<file path="src/rtl/uart_axil_master_pkg.sv">
`default_nettype none
// +--------------------------------------------------------------------------+
// | uart_axil_master_pkg : shared FSM encoding, AXI response codes and       |
// |                        uart_lite register offsets.   Rev 1.0             |
// +--------------------------------------------------------------------------+
package uart_axil_master_pkg;

  typedef enum logic [2:0] {
    ST_IDLE    = 3'd0,
    ST_WR_AW_W = 3'd1,
    ST_WR_B    = 3'd2,
    ST_RD_AR   = 3'd3,
    ST_RD_R    = 3'd4,
    ST_DONE    = 3'd5
  } state_e;

  localparam logic [1:0] AXI_RESP_OKAY   = 2'b00;
  localparam logic [1:0] AXI_RESP_SLVERR = 2'b10;

  localparam logic [7:0] UART_REG_RX      = 8'h00;
  localparam logic [7:0] UART_REG_TX      = 8'h04;
  localparam logic [7:0] UART_REG_STATUS  = 8'h08;
  localparam logic [7:0] UART_REG_CONTROL = 8'h0C;

endpackage
`default_nettype wire

</file>
<file path="src/rtl/uart_axil_master.sv">
`default_nettype none
// +--------------------------------------------------------------------------+
// | uart_axil_master : single-outstanding AXI-Lite initiator for the         |
// |                    uart_lite cfg port, with per-transaction timeout.     |
// | Rev 1.0                                                                  |
// +--------------------------------------------------------------------------+
module uart_axil_master
  import uart_axil_master_pkg::*;
#(
  parameter int unsigned TIMEOUT_CYCLES = 1024,
  parameter int unsigned ADDR_W         = 32
) (
  input  logic              clk_i,
  input  logic              rst_i,
  input  logic              req_valid_i,
  output logic              req_ready_o,
  input  logic              req_we_i,
  input  logic [ADDR_W-1:0] req_addr_i,
  input  logic [31:0]       req_wdata_i,
  input  logic [3:0]        req_wstrb_i,
  output logic              resp_valid_o,
  output logic [31:0]       resp_rdata_o,
  output logic [1:0]        resp_code_o,
  output logic              resp_timeout_o,
  output logic              cfg_awvalid_o,
  output logic [ADDR_W-1:0] cfg_awaddr_o,
  input  logic              cfg_awready_i,
  output logic              cfg_wvalid_o,
  output logic [31:0]       cfg_wdata_o,
  output logic [3:0]        cfg_wstrb_o,
  input  logic              cfg_wready_i,
  input  logic              cfg_bvalid_i,
  input  logic [1:0]        cfg_bresp_i,
  output logic              cfg_bready_o,
  output logic              cfg_arvalid_o,
  output logic [ADDR_W-1:0] cfg_araddr_o,
  input  logic              cfg_arready_i,
  input  logic              cfg_rvalid_i,
  input  logic [31:0]       cfg_rdata_i,
  input  logic [1:0]        cfg_rresp_i,
  output logic              cfg_rready_o
);

  localparam bit TMO_EN = (TIMEOUT_CYCLES != 0);
  localparam int CNT_W  = TMO_EN ? $clog2(TIMEOUT_CYCLES + 1) : 1;
  localparam logic [CNT_W-1:0] CNT_MAX  = CNT_W'(TIMEOUT_CYCLES);
  localparam logic [CNT_W-1:0] CNT_LAST = CNT_W'(TMO_EN ? TIMEOUT_CYCLES - 1 : 0);

  state_e            state_q, state_d;
  logic              req_ready_q, req_ready_d;
  logic              awvalid_q, awvalid_d;
  logic              wvalid_q, wvalid_d;
  logic              bready_q, bready_d;
  logic              arvalid_q, arvalid_d;
  logic              rready_q, rready_d;
  logic [ADDR_W-1:0] addr_q, addr_d;
  logic [31:0]       wdata_q, wdata_d;
  logic [3:0]        wstrb_q, wstrb_d;
  logic              resp_valid_q, resp_valid_d;
  logic [31:0]       rdata_q, rdata_d;
  logic [1:0]        code_q, code_d;
  logic              tmo_q, tmo_d;
  logic [CNT_W-1:0]  cnt_q, cnt_d;

  logic              tmo_hit;
  logic              abort;
  logic              aw_done;
  logic              w_done;

  // The cycle that would take the counter to TIMEOUT_CYCLES is the last one
  // in which a handshake can still complete the transaction normally.
  assign tmo_hit = TMO_EN && (cnt_q >= CNT_LAST);
  assign aw_done = !awvalid_q || cfg_awready_i;
  assign w_done  = !wvalid_q  || cfg_wready_i;

  always_comb begin
    state_d      = state_q;
    req_ready_d  = req_ready_q;
    awvalid_d    = awvalid_q;
    wvalid_d     = wvalid_q;
    bready_d     = bready_q;
    arvalid_d    = arvalid_q;
    rready_d     = rready_q;
    addr_d       = addr_q;
    wdata_d      = wdata_q;
    wstrb_d      = wstrb_q;
    resp_valid_d = 1'b0;
    rdata_d      = rdata_q;
    code_d       = code_q;
    tmo_d        = tmo_q;
    cnt_d        = cnt_q;
    abort        = 1'b0;

    if (state_q != ST_IDLE && cnt_q != CNT_MAX) begin
      cnt_d = cnt_q + CNT_W'(1);
    end

    unique case (state_q)
      ST_IDLE: begin
        if (req_valid_i && req_ready_q) begin
          addr_d      = req_addr_i;
          wdata_d     = req_wdata_i;
          wstrb_d     = req_wstrb_i;
          cnt_d       = '0;
          req_ready_d = 1'b0;
          if (req_we_i) begin
            state_d   = ST_WR_AW_W;
            awvalid_d = 1'b1;
            wvalid_d  = 1'b1;
            bready_d  = 1'b1;
          end else begin
            state_d   = ST_RD_AR;
            arvalid_d = 1'b1;
            rready_d  = 1'b1;
          end
        end
      end

      ST_WR_AW_W: begin
        if (awvalid_q && cfg_awready_i) awvalid_d = 1'b0;
        if (wvalid_q && cfg_wready_i)   wvalid_d  = 1'b0;
        if (aw_done && w_done) begin
          state_d = ST_WR_B;
        end else if (tmo_hit) begin
          abort = 1'b1;
        end
      end

      ST_WR_B: begin
        if (cfg_bvalid_i && bready_q) begin
          bready_d     = 1'b0;
          code_d       = cfg_bresp_i;
          rdata_d      = '0;
          tmo_d        = 1'b0;
          resp_valid_d = 1'b1;
          state_d      = ST_DONE;
        end else if (tmo_hit) begin
          abort = 1'b1;
        end
      end

      ST_RD_AR: begin
        if (cfg_arready_i) begin
          arvalid_d = 1'b0;
          state_d   = ST_RD_R;
        end else if (tmo_hit) begin
          abort = 1'b1;
        end
      end

      ST_RD_R: begin
        if (cfg_rvalid_i && rready_q) begin
          rready_d     = 1'b0;
          rdata_d      = cfg_rdata_i;
          code_d       = cfg_rresp_i;
          tmo_d        = 1'b0;
          resp_valid_d = 1'b1;
          state_d      = ST_DONE;
        end else if (tmo_hit) begin
          abort = 1'b1;
        end
      end

      ST_DONE: begin
        state_d     = ST_IDLE;
        req_ready_d = 1'b1;
      end

      default: begin
        state_d     = ST_IDLE;
        req_ready_d = 1'b1;
      end
    endcase

    if (abort) begin
      awvalid_d    = 1'b0;
      wvalid_d     = 1'b0;
      bready_d     = 1'b0;
      arvalid_d    = 1'b0;
      rready_d     = 1'b0;
      rdata_d      = '0;
      code_d       = AXI_RESP_SLVERR;
      tmo_d        = 1'b1;
      resp_valid_d = 1'b1;
      state_d      = ST_DONE;
    end
  end

  always_ff @(posedge clk_i) begin
    if (rst_i) begin
      state_q      <= ST_IDLE;
      req_ready_q  <= 1'b1;
      awvalid_q    <= 1'b0;
      wvalid_q     <= 1'b0;
      bready_q     <= 1'b0;
      arvalid_q    <= 1'b0;
      rready_q     <= 1'b0;
      addr_q       <= '0;
      wdata_q      <= '0;
      wstrb_q      <= '0;
      resp_valid_q <= 1'b0;
      rdata_q      <= '0;
      code_q       <= AXI_RESP_OKAY;
      tmo_q        <= 1'b0;
      cnt_q        <= '0;
    end else begin
      state_q      <= state_d;
      req_ready_q  <= req_ready_d;
      awvalid_q    <= awvalid_d;
      wvalid_q     <= wvalid_d;
      bready_q     <= bready_d;
      arvalid_q    <= arvalid_d;
      rready_q     <= rready_d;
      addr_q       <= addr_d;
      wdata_q      <= wdata_d;
      wstrb_q      <= wstrb_d;
      resp_valid_q <= resp_valid_d;
      rdata_q      <= rdata_d;
      code_q       <= code_d;
      tmo_q        <= tmo_d;
      cnt_q        <= cnt_d;
    end
  end

  assign req_ready_o    = req_ready_q;
  assign resp_valid_o   = resp_valid_q;
  assign resp_rdata_o   = rdata_q;
  assign resp_code_o    = code_q;
  assign resp_timeout_o = tmo_q;
  assign cfg_awvalid_o  = awvalid_q;
  assign cfg_awaddr_o   = addr_q;
  assign cfg_wvalid_o   = wvalid_q;
  assign cfg_wdata_o    = wdata_q;
  assign cfg_wstrb_o    = wstrb_q;
  assign cfg_bready_o   = bready_q;
  assign cfg_arvalid_o  = arvalid_q;
  assign cfg_araddr_o   = addr_q;
  assign cfg_rready_o   = rready_q;

endmodule
`default_nettype wire

</file>
<file path="config.mk">
export PLATFORM = sky130hd
export DESIGN_NAME = uart_axil_master
export DESIGN_NICKNAME = d
export VERILOG_FILES = /design/src/rtl/uart_axil_master_pkg.sv /design/src/rtl/uart_axil_master.sv
export SDC_FILE = /design/constraint.sdc
export NUM_CORES = 1
export LEC_CHECK = 0
export ABC_AREA = 1
export BUFFER_PORTS_ARGS = -buffer_cell sky130_fd_sc_hd__buf_2
export CAP_MARGIN = 20
export CORE_ASPECT_RATIO = 1.4
export CORE_MARGIN = 5
export CORE_UTILIZATION = 46
export DETAILED_ROUTE_END_ITERATION = 10
export PLACE_DENSITY = 0.8
export SYNTH_ARGS = -nofsm -noshare
export SYNTH_HDL_FRONTEND = slang
export SYNTH_SLANG_ARGS = --single-unit
</file>
<file path="constraint.sdc">
create_clock -name clk_i -period 1.8 [get_ports clk_i]
set_input_delay 0.36 -clock clk_i [delete_from_list [all_inputs] [get_ports clk_i]]
set_output_delay 0.36 -clock clk_i [all_outputs]
set_load 0.02 [all_outputs]
</file>
==> out/qor.txt <==
Crit Reg-Reg Endpoint: cfg_awvalid_o
Max Cap Violations: 0
Post-DRT Antenna Nets: 0
First-pass DRT Iterations: 5
row count: 46
setup TNS: 0 ns
Setup Buffers After CTS: 0
routed length per instance: 14.5 um
Worst VDD drop: 0.797 mV
distinct cell type count after synthesis: 30
hold path start: cfg_awready_i
HPWL Detailed: 11100 um
fillers: 1052
worst path required time: 2.08 ns
CP startpoint kind: register
Port Buffers: 254
Ant. Diodes: 0
Reg clk slew, reported paths: 0.05 ns
minimum clock period: 1.68 ns
H-tree lvl count: 4
number of flops mapped to enable cells by yosys: 0
hold endpoint: cfg_awvalid_o
final WL: 15200 um
Synth Warn #: 0
crit path DAT: 1.96 ns
WHS Path Cells: 2
die area: 0.0137 mm2
Crit Path Class: reg -> reg
Vias/cell: 5.19
crit end category: register
fmax: 596 MHz
Final nets: 1006
crit path setup slack, layout: 0.122 ns
P_leak: 3.18 nW
Worst Hold Class: in -> reg
Final Cell Area: 0.00699 mm2
worst r2r src: cnt_q[0]
GP Congestion: 0.942
GRT Util Overall: 0.213
r2r setup slk: 0.12 ns
Fin. Hold Viols: 0
final std cells w/o fill: 1048
syn avg cell area: 7.74 um2
GR Overflow Total: 0
Cell Area, Synth: 0.00527 mm2
Worst-Skew Late Latency: 0.41 ns
DIE WIDTH: 100 um
Die Ht: 137 um
Worst Path Max Fanout: 39
initial antenna violation count: 0
Worst-Margin Slew: 0.559 ns
Finish-stage setup viols: 0
slew margin rel.: 0.628
share of synthesized registers carrying an async set or reset: 0
Max Slew Vio Count: 0
DP Area: 0.00643 mm2
Starting Density: 0.468
syn_nets: 796
status: finished clean
first-pass GRT wire length: 23700 um
Worst Reg-to-Reg Cells: 9
clk buf depth: 2
initial DRC count: 219
largest net degree at the start of global routing: 71
total power: 0.0106 W
core footprint: 0.0113 mm2
io pins: 255
period utilisation layout: 0.932
Placed Instances: 1015
synthesis-stage register bit count: 124
vias in the first global route: 4941
cells after synthesis: 681
root buf cell: clkbuf_16
Num CTS Buffers: 17
share of cells above drive strength 1: 0.365
drt drc: 0
area growth from synthesis to layout: 32.6%
Pwr per Cell Area: 1520 mW/mm2
clk sinks: 124
overall via count from detail_route: 5439
clock skew: 0.0163 ns
Synth area leaders: dfxtp_1, nand2_1, a21oi_1, nand3_1, buf_4
pre-CTS setup slack: 0.0952 ns
register area share after synthesis: 0.471
top_reg_cell synth: dfxtp_1
top cell type's share of synthesized area: 0.471
Synth area leader: dfxtp_1
CTS tree: yes
placed cells by master, fill, tap and decap left out, types with 2 or more instances in the layout:
master / instances
buf_2: 254
nand2_1: 146
dfxtp_1: 123
a21oi_1: 105
nand3_1: 84
nand4_1: 35
nor2_1: 33
inv_1: 20
clkbuf_16: 17
o21ai_0: 10
a21oi_2: 10
buf_4: 10
clkinvlp_4: 7
nor3_1: 6
inv_6: 6
buf_12: 6
inv_2: 4
nand2_4: 4
nand2_2: 3
xor2_1: 3
a211oi_1: 2
ha_1: 2
clkinv_4: 2
metal layers:
metal | global-route usage | share of wire
met1 | 0.244 | 0.37
met2 | 0.370 | 0.51
met3 | 0.0592 | 0.086
met4 | 0.0861 | 0.026
met5 | 0 | 0
cell families (layout without fill, tap and decap cells):
| logic type | Yosys count | in the layout | share of synthesized area |
|---|---|---|---|
| multiplexers | 1 | 1 | 0.00214 |
| AND/OR/NAND/NOR | 316 | 316 | 0.274 |
| XOR/XNOR | 4 | 4 | 0.00664 |
| flip-flops | 124 | 124 | 0.471 |
| adder cells (fa/ha/maj) | 2 | 2 | 0.00474 |
| AO/OA/AOI/OAI | 129 | 129 | 0.131 |
| buffers and inverters | 105 | 328 | 0.111 |
report_power, final:
| group | leakage, nW | switching (W) | internal (W) |
|---|---|---|---|
| clock | 0.251 | 0.00128 | 0.00178 |
| sequential | 1.01 | 0.000323 | 0.00319 |
| combinational | 1.92 | 0.00276 | 0.00130 |
area by class of cell:
| cell class | count | area [um2] | area share |
|---|---|---|---|
| Clock buffer | 18 | 429 | 0.0614 |
| Multi-Input combinational cell | 452 | 2210 | 0.317 |
| Clock inverter | 14 | 113 | 0.0161 |
| Timing Repair inverter | 1 | 7.51 | 0.00107 |
| Sequential cell | 124 | 2480 | 0.355 |
| Tap cell | 144 | 180 | 0.0258 |
| Inverter | 25 | 97.6 | 0.0140 |
| Timing Repair Buffer | 270 | 1470 | 0.210 |
sequential cells by signal, indices dropped and copies added, names as in the netlist:
register / count
cfg_araddr_o: 32
cfg_wdata_o: 32
resp_rdata_o: 32
cnt_q: 11
cfg_wstrb_o: 4
state_q: 3
resp_code_o: 2
cfg_arvalid_o: 1
cfg_awvalid_o: 1
cfg_bready_o: 1
cfg_rready_o: 1
cfg_wvalid_o: 1
req_ready_o: 1
resp_timeout_o: 1
resp_valid_o: 1
how the worst max path moves through the flow:
| stage | from | to | slack (ns) |
|---|---|---|---|
| final | cnt_q[0] | cfg_awvalid_o | 0.12 |
| after global routing | cnt_q[0] | cnt_q[6] | -0.008 |
| after CTS | cnt_q[0] | cfg_awvalid_o | 0.09 |
| after detailed placement | cnt_q[0] | cfg_awvalid_o | 0.1 |
| after global placement | cnt_q[0] | cfg_bready_o | 0.15 |
| after floorplan | cnt_q[0] | resp_rdata_o[18] | 0.24 |
per-stage QoR:
stage / hold WS, ns / utilization
finish: 0.187 / 0.620
global route: 0.173 / 0.620
CTS: 0.156 / 0.618
detailed placement: 0.449 / 0.570
global placement: 0.445 / 0.570
floorplan: 0.455 / -
synth_stat cells, types with 4 or more instances:
cell	n
a21oi_1	105
a21oi_2	10
buf_2	12
buf_4	40
clkbuf_1	26
dfxtp_1	124
inv_1	21
nand2_1	146
nand2_4	4
nand3_1	85
nand4_1	35
nor2_1	33
nor3_1	6
o21ai_0	10
critical path, stage by stage (launching register included):
cell and delay, ns:
dfxtp_1 0.36, ha_1 0.23, nand3_1 0.09, nor2_1 0.17, nand2_1 0.11, nand3_2 0.13, nand2_4 0.09, nand2_4 0.07
buf_12 0.20, a211oi_1 0.07
what timing repair did:
action,CTS,global route
endpoints found under the setup margin,0,36
resized for setup,0,4
hold buffers,0,0
No activity file was read; power rests on OpenSTA's default activity.
